**src/rtl/node_layer_feeder.sv**
```systemverilog
// Serial-to-parallel activation feeder for a layer node: fills a 10-byte shadow,
// transfers it onto A0x..A9x and flags res_valid once the node output has settled.
// Optional build macro FEEDER_RELU_CLAMP_EN stores negative input bytes as zero.
module node_layer_feeder #(
  parameter int NODE_LAT = 3,
  parameter int LAT_W    = 2
) (
  input  logic       clk,
  input  logic       reset,
  input  logic [7:0] in_data,
  input  logic       in_valid,
  output logic       in_ready,
  input  logic       flush,
  output logic [7:0] A0x,
  output logic [7:0] A1x,
  output logic [7:0] A2x,
  output logic [7:0] A3x,
  output logic [7:0] A4x,
  output logic [7:0] A5x,
  output logic [7:0] A6x,
  output logic [7:0] A7x,
  output logic [7:0] A8x,
  output logic [7:0] A9x,
  output logic       res_valid,
  input  logic       res_ready,
  output logic [1:0] dbg_state_o
);

  // Handshakes: a byte moves when in_valid & in_ready at a rising edge; the
  // result is taken when res_valid & res_ready at a rising edge.
  typedef enum logic [1:0] {
    ST_IDLE  = 2'd0,
    ST_WAIT  = 2'd1,
    ST_VALID = 2'd2
  } state_t;

  state_t           state_q;
  logic [LAT_W-1:0] lat_q;
  logic [3:0]       cnt_q;
  logic [7:0]       sh_q [10];
  logic [7:0]       a_q  [10];
  logic [7:0]       in_byte;
  logic             accept;
  logic             xfer;

`ifdef FEEDER_RELU_CLAMP_EN
  assign in_byte = in_data[7] ? 8'd0 : in_data;
`else
  assign in_byte = in_data;
`endif

  assign in_ready = ~reset & (cnt_q < 4'd10) & ~flush;
  assign accept   = in_valid & in_ready;
  // A full shadow can only move when the drive vector is free or being released.
  assign xfer     = (cnt_q == 4'd10) &
                    ((state_q == ST_IDLE) | ((state_q == ST_VALID) & res_ready));

  always_ff @(posedge clk or posedge reset) begin
    if (reset) begin
      cnt_q <= 4'd0;
      for (int i = 0; i < 10; i++) sh_q[i] <= 8'd0;
    end else begin
      if (accept) sh_q[cnt_q] <= in_byte;
      if (xfer || flush)  cnt_q <= 4'd0;
      else if (accept)    cnt_q <= cnt_q + 4'd1;
    end
  end

  always_ff @(posedge clk or posedge reset) begin
    if (reset) begin
      state_q <= ST_IDLE;
      lat_q   <= '0;
      for (int i = 0; i < 10; i++) a_q[i] <= 8'd0;
    end else begin
      if (xfer) begin
        for (int i = 0; i < 10; i++) a_q[i] <= sh_q[i];
        lat_q   <= LAT_W'(NODE_LAT - 1);
        state_q <= ST_WAIT;
      end else begin
        case (state_q)
          ST_IDLE: state_q <= ST_IDLE;
          ST_WAIT: begin
            if (lat_q == '0) state_q <= ST_VALID;
            else             lat_q   <= lat_q - LAT_W'(1);
          end
          ST_VALID: if (res_ready) state_q <= ST_IDLE;
          default:  state_q <= ST_IDLE;
        endcase
      end
    end
  end

  assign res_valid   = (state_q == ST_VALID);
  assign dbg_state_o = state_q;

  assign A0x = a_q[0];
  assign A1x = a_q[1];
  assign A2x = a_q[2];
  assign A3x = a_q[3];
  assign A4x = a_q[4];
  assign A5x = a_q[5];
  assign A6x = a_q[6];
  assign A7x = a_q[7];
  assign A8x = a_q[8];
  assign A9x = a_q[9];

endmodule

```
**config.mk**
```make
export PLATFORM = sky130hd
export DESIGN_NAME = node_layer_feeder
export DESIGN_NICKNAME = d
export VERILOG_FILES = /design/src/rtl/node_layer_feeder.sv
export SDC_FILE = /design/constraint.sdc
export NUM_CORES = 1
export LEC_CHECK = 0
export ABC_AREA = 1
export CAP_MARGIN = 15
export CELL_PAD_IN_SITES_DETAIL_PLACEMENT = 0
export CELL_PAD_IN_SITES_GLOBAL_PLACEMENT = 2
export CORE_MARGIN = 1
export CORE_UTILIZATION = 33
export CTS_CLUSTER_SIZE = 28
export DETAILED_ROUTE_END_ITERATION = 7
export HOLD_SLACK_MARGIN = 0.03
export MAX_ROUTING_LAYER = met4
export PLACE_DENSITY = 0.86
export REMOVE_ABC_BUFFERS = 1
export SETUP_SLACK_MARGIN = 0.05
export SLEW_MARGIN = 30
export SYNTH_ARGS = -nofsm -noshare
export SYNTH_HDL_FRONTEND = slang
export SYNTH_SLANG_ARGS = --single-unit
```
**constraint.sdc**
```tcl
create_clock -name clk -period 7.6 [get_ports clk]
set_clock_uncertainty 0.05 [all_clocks]
set_input_delay 2.28 -clock clk [delete_from_list [all_inputs] [get_ports clk]]
set_output_delay 2.28 -clock clk [all_outputs]
set_load 0.1 [all_outputs]
```
==> impl_metrics.csv, run 1 <==
group,metric,value,unit
status,outcome,"finished, final reports clean",
sta,setup_viol,0,
clock_tree,cts_buffer_depth,2,
routing,drtIter0Drc,357,
logic_synthesis,synth_top_area_share,61.7,%
die,fp.dieH,146,microns
worst_setup_path,startpoint,"reset",
routing,drtPass1Iterations,4,
sta,slew_violations,0,
routing,wl_met1,8.93,mm
logic_synthesis,synthFlopType,"dfrtp_1",
clock_tree,cts_resized,0,
placed_design,port_buffers,96,
routing,met2_length,7.50,mm
logic_synthesis,ys_ff_latch,168,
logic_synthesis,synth_most_common_cell,"nand2_1",
worst_setup_path,worstPathMaxFanout,5,
clock_tree,post_cts_buffers,0,
cells_and_area,final_area,8620,sq um
grt,grt_first_pass_wirelength,28.6,mm
grt,grt_max_degree,75,
routing,vias,5227,
routing,drt-total-wl,17.4,mm
cells_and_area,antennaDiodeCount,0,
power,vdd_drop_max,142,uV
logic_synthesis,synthArstFlopShare,100,%
grt,grt_antenna_before_repair,0,
logic_synthesis,synth-edff-count,0,
sta,rsz0062_at_grt,"false",
routing,viasPerCell,4.59,
min_path,hold_path_class,"flip-flop to flip-flop",
clock_tree,postCtsHoldBufs,0,
placed_design,dpl.cell_count,1109,
routing,avgRoutedWirePerCell,15.2,microns
die,ioPinCount,97,
grt,grt-ovfl-total,0,
cells_and_area,final_layout_size_suffix_gt1_share,8.28,%
cells_and_area,ff_latch_area,4200,sq um
sta,worst_slack,1.76,ns
grt,grt_usage,17.9,%
logic_synthesis,yosysSeqAreaShare,61.7,%
sta,fin_tns_setup,0,ns
worst_setup_path,crit_chain,"clkdlybuf4s50_1 > nor2_2 > inv_2 > a21oi_2 > buf_4",
placed_design,post-place-ws,1.76,ns
placed_design,dpl_cell_area,8000,sq um
logic_synthesis,syn_area,6820,sq um
routing,route.met3.wl,593,microns
logic_synthesis,yosys-top-cells-area,"dfrtp_1 (62%), nand2_1 (23%), nand3_1 (6.0%), nand3_2 (1.8%), inv_1 (1.0%)",
cells_and_area,multi_input_area,2360,sq um
worst_setup_path,slowest_delay,0.49,ns
cells_and_area,layout.nets,876,
worst_setup_path,critPathArrivalTime,3.51,ns
power,p_leak,4.54,nW
logic_synthesis,yosys_warnings,0,
die,rows,52,
die,dieArea,21200,sq um
logic_synthesis,syn_area_per_cell,8.83,sq um
logic_synthesis,synth_cell_types,20,
routing,top_layer_used,"met4",
flow_run,cap_violations,0,
clock_tree,cts-root-buf,"clkbuf_16",
worst_setup_path,worstSetupPathType,"primary input to primary output",
power,combPwrFrac,5.9,%
placed_design,gp_congestion,0.806,
logic_synthesis,synth_top_area_cell,"dfrtp_1",
clock_tree,cts_buffers,17,
power,p_per_area,232,nW/um^2
clock_tree,cts_sinks,168,
die,core_region_area,20200,sq um
logic_synthesis,synth_common_cells,"nand2_1 (412), dfrtp_1 (168), nand3_1 (82)",
sta,relSlewSlack,34.1,%
clock_tree,clk_pin_slew,0.06,ns
power,power_frac_seq,47.7,%
sta,worstMarginPinSlew,0.985,ns
clock_tree,htreeDepth,4,
sta,min_period,5.84,ns
power,p_clk_share,46.4,%
power,swShare,23.5,%
worst_setup_path,start_kind,"primary input",
sta,fin_crit_sh,76.9,%
cells_and_area,fin_cells,1140,
cells_and_area,n_fill_cell,2096,
logic_synthesis,synth_cells,772,
die,start_util,33.7,%
power,power,2.00,mW
worst_setup_path,crit_slowest_cell,"clkdlybuf4s50_1",
worst_setup_path,cp.required,5.27,ns
sta,fmax,171,MHz
worst_setup_path,worstReg2RegStart,"cnt_q[0]$_DFFE_PP0P_",
power,p_int,1.53,mW
sta,hold_viol_final,0,
power,p_switching,0.470,mW
cells_and_area,area_delta_synth_final,26.5,%
die,fp.dieW,146,microns
worst_setup_path,endpoint_kind,"primary output",
routing,drc,0,
grt,grt_pass1_vias,5231,
routing,ant_nets,0,
clock_tree,cts_tree,"done",
placed_design,hpwl,10.4,mm
clock_tree,clk_latency,0.43,ns
min_path,min_from,"sh_q[33]$_DFFE_PP0P_",
==> layer usage <==
layer	up-vias	track usage, %
met2	108	25.7
li1	2584	-
met5	-	-
met4	0	5.95
met3	26	3.61
met1	2509	25.2
==> layout make-up <==
type	instances	area share, %
clock buffers	20	5.30
multi-input cells	546	27.4
well taps	270	3.92
repair buffers	102	11.6
clock inverters	11	1.96
inverters	23	1.06
flip-flops and latches	168	48.8
==> registers in the layout (all words and copies together) (netlist names) <==
register / flops
A5x: 8
A6x: 8
sh_q: 80
dbg_state_o: 2
A3x: 8
A1x: 8
lat_q: 2
A2x: 8
A8x: 8
A0x: 8
A4x: 8
A7x: 8
A9x: 8
cnt_q: 4
==> per-stage QoR <==
step	util, %	hold slack (ns)
finish	42.6	0.419
global route	42.6	0.434
CTS	42.6	0.424
detailed placement	39.5	0.407
global placement	39.5	0.403
floorplan	-	0.392
==> logic make-up (layout without fill, tap and decap cells) <==
kind of cell	count (synthesis)	in the layout	share of synthesized area, %
simple gates	533	533	32.8
flops	168	168	61.7
buf+inv	58	156	3.82
compound gates	6	6	0.551
fa+ha+maj	5	5	0.918
xor+xnor	2	2	0.257
==> power groups by stage <==
stage          clock, mW  sequential (mW)  combinational [mW]
2_1_floorplan          0            0.973              0.0685
3_3_place_gp           0            0.969               0.120
3_5_place_dp           0            0.971               0.122
4_1_cts            0.950            0.954               0.122
5_1_grt            0.983            0.959               0.138
6_report           0.929            0.954               0.119
==> worst paths after layout <==
kind | endpoint | slack, ns | cells after the start
worst min register to register | A5x[1]$_DFFE_PP0P_ | 0.42 | 2
worst min-delay path | A5x[1]$_DFFE_PP0P_ | 0.42 | 2
max in group asynchronous | A1x[2]$_DFFE_PP0P_ | 3.97 | 3
min in group asynchronous | A7x[6]$_DFFE_PP0P_ | 2.34 | 2
worst max-delay path | in_ready | 1.76 | 5
worst max register to register | A2x[2]$_DFFE_PP0P_ | 5.08 | 7
==> critical path: cells and delay by family <==
kind	cells	cell delay [ns]
buffers and inverters	3	0.85
AND/OR/NAND/NOR	1	0.24
AO/OA/AOI/OAI	1	0.13
==> placed cells by master (no fill, tap or decap) <==
cell type and instances:
buf_4 7, nor2_2 11, clkinvlp_4 1, ha_1 5
inv_2 4, clkbuf_1 1, clkinv_4 1, nor2_1 7
clkdlybuf4s50_1 95, clkbuf_16 17, nand2_1 412, clkbuf_8 2
nand3_1 82, nor2_4 3, inv_6 3, nand4_1 4
o21ai_0 2, o21ai_2 1, xor2_1 2, clkinv_2 3
nand2_2 2, nand3_2 12, a21oi_2 1, inv_1 18
dfrtp_1 168, a21oi_1 2, bufinv_16 4
No activity file was read; power rests on OpenSTA's default activity.
==> inputs of run 2 (changes only) <==
--- a/config.mk
+++ b/config.mk
@@ -10,12 +10,12 @@
 export CELL_PAD_IN_SITES_DETAIL_PLACEMENT = 0
 export CELL_PAD_IN_SITES_GLOBAL_PLACEMENT = 2
 export CORE_MARGIN = 1
-export CORE_UTILIZATION = 33
+export CORE_UTILIZATION = 30
 export CTS_CLUSTER_SIZE = 28
 export DETAILED_ROUTE_END_ITERATION = 7
 export HOLD_SLACK_MARGIN = 0.03
 export MAX_ROUTING_LAYER = met4
-export PLACE_DENSITY = 0.86
+export PLACE_DENSITY = 0.83
 export REMOVE_ABC_BUFFERS = 1
 export SETUP_SLACK_MARGIN = 0.05
 export SLEW_MARGIN = 30
==> constraint.sdc (replaced) <==
create_clock -name clk -period 5.15 [get_ports clk]
set_clock_uncertainty 0.05 [all_clocks]
set_input_delay 1.545 -clock clk [delete_from_list [all_inputs] [get_ports clk]]
set_output_delay 1.545 -clock clk [all_outputs]
set_load 0.1 [all_outputs]
==> run 2 against run 1 <==
Net effect:
- the flow now finishes with violations (design-rule violations)
- global-route usage shrank 1.3 points
- final area is essentially flat
- via count shrank 0.55%
- clock-buffer cell count shrank 1
- clock power grew 32%
- worst setup slack lost 0.96 ns
- first-iteration DRC count grew 3.6%
- sequential share of layout area is essentially flat
- critical endpoint unchanged
- largest cell class unchanged
==> impl_metrics.csv, run 2 (same netlist as run 1, synthesis figures left out) <==
group,metric,value,unit
status,outcome,"complete, but fails checks",
status,violations,"design-rule violations",
cells_and_area,regMostFlops,"sh_q",
die,fp.dieW,153,microns
clock_tree,postCtsHoldBufs,0,
grt,grt-ovfl-total,0,
worst_setup_path,critPathArrivalTime,2.76,ns
cells_and_area,layout.nets,878,
grt,grt_usage,16.6,%
routing,drt-total-wl,17.4,mm
routing,drtIter0Drc,370,
cells_and_area,largest_reg_flops,80,
sta,hold_viol_final,0,
clock_tree,clk_latency,0.44,ns
worst_setup_path,cp.required,3.56,ns
clock_tree,htreeDepth,4,
clock_tree,post_cts_buffers,0,
power,p_per_area,327,nW/um^2
die,fp.dieH,153,microns
grt,grt_first_pass_wirelength,29.1,mm
cells_and_area,post-route-util,39.2,%
sta,setup_viol,0,
min_path,min_from,"sh_q[1]$_DFFE_PP0P_",
sta,min_period,4.36,ns
sta,rsz0062_at_grt,"false",
routing,drtPass1Iterations,7,
sta,relSlewSlack,33.1,%
clock_tree,cts-root-buf,"clkbuf_16",
power,vdd_drop_max,199,uV
die,core_region_area,22000,sq um
worst_setup_path,worstPathMaxFanout,5,
die,start_util,31.0,%
placed_design,post-place-ws,0.804,ns
clock_tree,cts_sinks,168,
clock_tree,cts_resized,0,
placed_design,port_buffers,96,
sta,worst_slack,0.794,ns
routing,vias,5198,
worst_setup_path,worstReg2RegStart,"cnt_q[0]$_DFFE_PP0P_",
flow_run,cap_violations,0,
clock_tree,cts_buffers,17,
cells_and_area,layout_commonest_cell,"nand2_1",
power,p_leak,4.53,nW
clock_tree,clk_pin_slew,0.07,ns
die,rows,54,
sta,holdWs,0.418,ns
grt,grt_pass1_vias,5260,
grt,grt_antenna_before_repair,0,
min_path,hold_path_class,"flip-flop to flip-flop",
sta,worstMarginPinSlew,1.00,ns
sta,slew_violations,0,
worst_setup_path,worstSetupPathType,"primary input to primary output",
worst_setup_path,endpoint_kind,"primary output",
clock_tree,cts_tree,"done",
worst_setup_path,start_kind,"primary input",
die,ioPinCount,97,
placed_design,hpwl,10.5,mm
placed_design,gp_congestion,0.748,
routing,viasPerCell,4.51,
cells_and_area,n_fill_cell,2275,
routing,drc,9,
routing,avgRoutedWirePerCell,15.1,microns
grt,grt_max_degree,83,
cells_and_area,area_delta_synth_final,26.6,%
die,dieArea,23300,sq um
cells_and_area,antennaDiodeCount,0,
sta,fmax,230,MHz
cells_and_area,layout_common_cells,"nand2_1 (412), dfrtp_1 (168), clkdlybuf4s50_1 (95)",
sta,fin_crit_sh,84.6,%
routing,ant_nets,0,
cells_and_area,final_layout_size_suffix_gt1_share,8.71,%
clock_tree,cts_buffer_depth,2,
worst_setup_path,startpoint,"flush",
[run 2: path summary, 6_finish.rpt]
| kind | slack, ns | endpoint | depth (start not counted) |
|---|---|---|---|
| setup / recovery | 0.79 | in_ready | 5 |
| hold / removal | 0.42 | A9x[1]$_DFFE_PP0P_ | 2 |
| setup reg to reg | 2.97 | cnt_q[2]$_DFFE_PP0P_ | 8 |
| hold reg to reg | 0.42 | A9x[1]$_DFFE_PP0P_ | 2 |
| max in group asynchronous | 2.41 | sh_q[0]$_DFFE_PP0P_ | 3 |
| min in group asynchronous | 1.61 | A3x[5]$_DFFE_PP0P_ | 2 |
[run 2: cell type report]
class,count,area (sq um),area share (%)
Clock inverter,13,113,1.31
Sequential cell,168,4200,48.7
Timing Repair Buffer,104,1060,12.2
Multi-Input combinational cell,546,2360,27.4
Tap cell,280,350,4.06
Inverter,23,91.3,1.06
Clock buffer,19,453,5.25
[run 2: layer usage]
metal	GRT usage [%]	part of all wire, %	vias up
met5	-	0	-
met4	5.63	1.6	0
met3	3.10	4.9	22
met2	24.5	44	117
met1	22.8	50	2478
li1	-	-	2581
[run 2: stage by stage]
step | instance area, sq um | power, mW | instances | setup TNS (ns)
4_1_cts | 8630 | 2.86 | 1153 | 0
3_3_place_gp | 8060 | 1.61 | 1121 | 0
5_1_grt | 8630 | 2.93 | 1153 | 0
3_5_place_dp | 8060 | 1.62 | 1121 | 0
6_report | 8630 | 2.82 | 1153 | 0
2_1_floorplan | 6640 | 1.54 | 737 | -166.61
[run 2: worst max-delay path: stages]
cell             delay, ns
clkdlybuf4s50_1       0.48
nor2_2                0.28
inv_2                 0.06
a21oi_2               0.19
buf_12                0.20
[run 2: power breakdown]
part           switching [mW]  internal [mW]  total (mW)
registers              0.0332           1.38        1.41
logic                   0.128         0.0505       0.179
clock network           0.574          0.656        1.23
